<file path="config.mk">
export PLATFORM = sky130hd
export DESIGN_NAME = lfsr_predict
export DESIGN_NICKNAME = d
export VERILOG_FILES = /design/src/rtl/lfsr_pkg.sv /design/src/rtl/lfsr_predict.sv
export SDC_FILE = /design/constraint.sdc
export NUM_CORES = 1
export LEC_CHECK = 0
export ABC_AREA = 1
export CORE_MARGIN = 3
export CORE_UTILIZATION = 25
export DETAILED_ROUTE_END_ITERATION = 7
export SLEW_MARGIN = 20
export SYNTH_ARGS = -nofsm -noshare
export SYNTH_HDL_FRONTEND = slang
export SYNTH_SLANG_ARGS = --single-unit
</file>
<file path="constraint.sdc">
create_clock -name vclk -period 0.8
set_clock_uncertainty 0.15 [all_clocks]
set_input_delay 0.08 -clock vclk [all_inputs]
set_output_delay 0.08 -clock vclk [all_outputs]
set_load 0.02 [all_outputs]
</file>
<file path="src/rtl/lfsr_pkg.sv">
// Shared definitions for the 16-bit Fibonacci LFSR generator/checker pair.
// Polynomial taps 15, 14, 12, 3 with left shift; feedback enters at bit 0.
package lfsr_pkg;

    localparam int LFSR_W = 16;

    // Tap positions feeding the XOR that becomes the new bit 0
    localparam int TAP_A = 15;
    localparam int TAP_B = 14;
    localparam int TAP_C = 12;
    localparam int TAP_D = 3;

    // Sequence start word, also used as the period marker by the checker
    localparam logic [LFSR_W-1:0] LFSR_SEED_DEFAULT = 16'h026E;

    // Checker lock state
    typedef enum logic {
        HUNT   = 1'b0,
        LOCKED = 1'b1
    } chk_state_e;

    // Next LFSR state; the generator and the checker both use this so the
    // polynomial cannot drift between the two ends of the link.
    function automatic logic [LFSR_W-1:0] lfsr_next(input logic [LFSR_W-1:0] s);
        return {s[LFSR_W-2:0], s[TAP_A] ^ s[TAP_B] ^ s[TAP_C] ^ s[TAP_D]};
    endfunction

endpackage

</file>
<file path="src/rtl/lfsr_predict.sv">
// Combinational predictor: next expected word from the previous received
// word, and the match decision. An all-zero word never matches because it is
// the LFSR lock-up state and cannot occur in a healthy stream.
module lfsr_predict
    import lfsr_pkg::*;
(
    input  logic [LFSR_W-1:0] prev,
    input  logic [LFSR_W-1:0] word,
    output logic              match
);
    logic [LFSR_W-1:0] pred;

    // Prediction and compare
    always_comb begin
        pred  = lfsr_next(prev);
        match = (word == pred) && (word != '0);
    end
endmodule

</file>
==> metrics.yaml <==
run_status:
  status: "finished, violations left"
  violations: "negative setup slack"
global_route:
  grt_max_degree: 4
  antenna_found_initial: 0
  grt_pass1_vias: 568
  grt_pass1_wl_um: 2110
  grt.total_usage_pct: 12.3
  overflow: 0
yosys:
  ys_seq_area_share_pct: 0
  synth_cell_types: 10
  syn_area_per_cell_sq_um: 4.03
  synth_largest_area_cell: "nand2_1"
  ys_warn_count: 0
  synth.most_common_cell: "nand2_1"
  synth_common_cells: "nand2_1 (53), inv_1 (26), nor2_1 (11)"
  netlist_instances: 105
  yosys.area.top_type_share_pct: 47.0
  syn_area_sq_um: 423
  synthTopCellsByArea: "nand2_1 (47%), inv_1 (23%), nor2_1 (9.8%)"
  syn-num-nets: 137
critical_path:
  critPathMaxFanout: 2
  end_kind: "output port"
  critPathKind: "primary input to output port"
  required_ps: 570
  crit_arrival_ps: 910
  cp-start-kind: "primary input"
  crit_path_start: "prev[15]"
  crit_end: "match"
floorplanning:
  dieWidth_um: 47.1
  die_h_um: 47.1
  start_util_pct: 27.4
  num_rows: 14
  die_area_sq_um: 2220
  io_pins: 33
  core_sq_um: 1540
place:
  place_area_sq_um: 871
  post-dp-hpwl_um: 1190
  place_congestion: 0.677
  placedCellCount: 166
  dpl_worst_slack_ps: -1240
  port-buffer-count: 33
final_layout:
  ff_latch_area_sq_um: 0
  num-clock-buffers: 0
  area_delta_synth_final_pct: 103
  seq_cell_count: 0
  antenna_cells: 0
  layout.nets: 185
  fillCellCount: 181
  drive_above_1_share_pct: 47.0
  final_cells: 167
  stdcell_area_sq_um: 857
hold_path:
  worstHoldPathType: "primary input to output port"
pwr:
  ir_worst_vdd_uv: 183
  leakagePower_nw: 0.555
  p_per_area_nw_per_um2: 449
sta:
  final_hold_viol_count: 0
  setup_slack_ps: -336
  rsz0062_at_grt: "yes"
  whs_ps: 504
  fin_crit_sh_pct: 142
  drv_slew: 0
  setup_viol: 1
  worst_slew_pin_slew_ps: 178
  finalCriticalPeriod_ps: 1140
  fmax_mhz: 880
  relSlewSlack_pct: 88.1
  tns_ps: -336
detailed_routing:
  post-route-drc-count: 0
  first_pass_iters: 2
  viasPerCell: 4.15
  finalWirelength_um: 1330
  first_iter_violations: 2
  vias: 693
  detail-route-antenna-nets: 0
  wl_per_cell_um: 7.94
clock_tree:
  holdBufCountCts: 0
run:
  drv_cap: 0
==> what timing repair did <==
item	4_1_cts	5_1_grt
setup endpoints to repair	1	1
gates cloned	0	0
setup buffers	0	1
gates resized for setup	160	8
pin swaps	41	16
==> layout by cell type, fill, tap and decap left out <==
cell	synthesis	layout
nand2_1	53	50
inv_2	4	21
buf_6	0	21
buf_4	0	13
buf_2	0	11
nor2_1	11	10
inv_1	26	9
nand3_1	4	4
nand2_2	0	3
nand4_1	3	3
xor2_1	1	1
nand3b_1	1	1
nor2_2	1	1
xnor2_1	1	1
nor2_4	0	1
clkdlybuf4s15_1	0	1
==> power breakdown <==
group / switching [mW] / internal [mW] / total [mW]
Clock: 0 / 0 / 0
Sequential: 0 / 0 / 0
Combinational: 0.160 / 0.225 / 0.385
Total: 0.160 / 0.225 / 0.385
==> logic make-up after synthesis <==
logic type / after synthesis / synth area share (%)
buffers and inverters: 30 / 26.6
xor gates and xnor gates: 2 / 4.14
and+or+nand+nor: 73 / 69.2
==> critical path: stages <==
cell	delay, ps
clkdlybuf4s15_1	170
xor2_1	150
nand3b_1	160
nand2_1	80
inv_2	40
nor2_4	90
buf_6	120
==> stage by stage <==
stage / util (%) / power [mW]
6_report: 55.6 / 0.385
5_1_grt: 55.6 / 0.434
4_1_cts: 54.2 / 0.375
3_5_place_dp: 56.5 / 0.384
3_3_place_gp: 56.5 / 0.377
2_1_floorplan: - / 0.141
==> cell type report <==
cell class	instances	area (sq um)	area share, %
timing repair buffer	46	399	46.6
multi-input combinational	75	325	38.0
inverter	30	113	13.1
tap	16	20.0	2.34
==> layer usage <==
layer	vias to the layer above	wire length, um	global-route usage (%)
met5	-	0	0
met4	0	0	0
met3	0	96	0
met2	18	667	23.6
met1	285	563	16.4
li1	390	-	-
==> how the worst min path moves through the flow <==
stage	startpoint	end	slack, ps	depth (start not counted)
global placement	prev[15]	match	1310	7
CTS	prev[12]	match	500	7
finish	prev[12]	match	500	7
detailed placement	prev[15]	match	1340	7
global route	prev[12]	match	560	7
floorplan	prev[14]	match	290	5
No activity file was read; power rests on OpenSTA's default activity.
==> RTL edit: new RTL, same flow settings <==
`LFSR_W`: 16 -> 18.
--- a/src/rtl/lfsr_pkg.sv
+++ b/src/rtl/lfsr_pkg.sv
@@ -4,3 +4,3 @@
 
-    localparam int LFSR_W = 16;
+    localparam int LFSR_W = 18;
 
Ports: changed (resized prev and word); port bits go from 33 to 37. The function was not compared with the original's and may differ.
==> RTL edit against the unedited design <==
The flow still finishes with violations (setup timing). Power down 4.2%. Wire length up 1.1%. Cell area down 9.1%. Maximum frequency down 4.6%. Worst setup slack worse by 55 ps. Synthesized cell count down 12%. Area after synthesis unchanged.
==> RTL edit: results (changes against the unedited design) <==
Worst EP arrival=960 ps (+50 ps); final WL=1340 µm (+1.1%); gpl congestion=0.708 (+4.6%); Congestion Overflow GR=0 (unchanged); Final Worst Setup Slack=-391 ps (-55.3 ps); nets=172 (-7.0%); headroom to the max-slew limit=86.5% (-1.6 points); peak supply drop=164 µV (-10%); post-placement setup slack=-1290 ps (-58.9 ps); status=finished with violations; CP delay by family, top=simple AND/OR/NAND/NOR gates; commonest cells in the netlist=33 x nand2_1, 21 x inv_1, 19 x nor2_1; routed vias=632 (-8.8%); failing checks=setup timing; top cells by area, synth=nand2_1 29%, inv_1 19%, nor2_1 17%; GRT Util Overall=11.7% (-0.69 points); pin count of the biggest net entering global routing=5 (+1); number of fill cells=193 (+6.6%); share of layout cells above drive strength 1=40.3% (-6.7 points); post-synthesis cell type count=8 (-2); Post-Synthesis Net Count=128 (-6.6%); global-route wire length before repair=1930 µm (-8.8%); cell-internal power=0.208 mW (-7.5%); max incr delay on CP=140 ps (-30 ps); static leakage=0.463 nW (-17%); placed cell areas=841 µm² (-3.4%); final setup vio count=1 (unchanged); vias in the first global route=520 (-8.5%); slowest cell on the critical path=xnor2_1; PortBufs=36 (+9.1%)
-- RTL edit: cell types whose count changed after synthesis, sizes merged --
cell	delta
nand3	+2
inv	-9
nand4	-3
or2	+1
xnor2	+8
nand2	-20
nand3b	-1
nor2	+7
xor2	+2
-- RTL edit: cells by family after synthesis --
family        count (synthesis)  share of synthesized area (%)
xor+xnor                     12                           26.6
buf+inv                      21                           18.6
simple gates                 59                           54.7
-- RTL edit: metrics by stage --
stage | TNS, ps | std cells
3_5_place_dp | -1290 | 148
6_report | -391 | 150
2_1_floorplan | -142 | 92
4_1_cts | -427 | 148
5_1_grt | -473 | 150
3_3_place_gp | -1270 | 148
-- RTL edit: worst paths after layout --
check | from | cells past startpoint | endpoint | slack, ps
hold / removal | word[17] | 7 | match | 520
setup / recovery | word[14] | 9 | match | -390
-- RTL edit: timing repair --
action | 4_1_cts | 5_1_grt
setup buffers | 0 | 2
gates cloned | 0 | 0
setup endpoints to repair | 1 | 1
pin swaps | 42 | 12
gates resized for setup | 146 | 16
-- RTL edit: final cells by class --
| class | count | area (µm²) | share of cell area, % |
|---|---|---|---|
| tap | 16 | 20.0 | 2.57 |
| multi-input combinational | 71 | 378 | 48.5 |
| inverter | 21 | 78.8 | 10.1 |
| timing repair buffer | 42 | 303 | 38.8 |
-- RTL edit: metal layers --
metal,vias to the layer above,global-route usage [%],share of wire (%),wire [µm]
li1,347,-,-,-
met1,268,13.5,41,550
met2,17,24.1,52,693
met3,0,0.766,7.2,97
met4,0,0,0,0
met5,-,0,0,0
-- RTL edit: power groups by stage --
stage	sequential (mW)	combinational [mW]	clock, mW
after floorplan	0	0.157	0
after global placement	0	0.394	0
after global routing	0	0.410	0
final	0	0.368	0
after detailed placement	0	0.399	0
after CTS	0	0.341	0
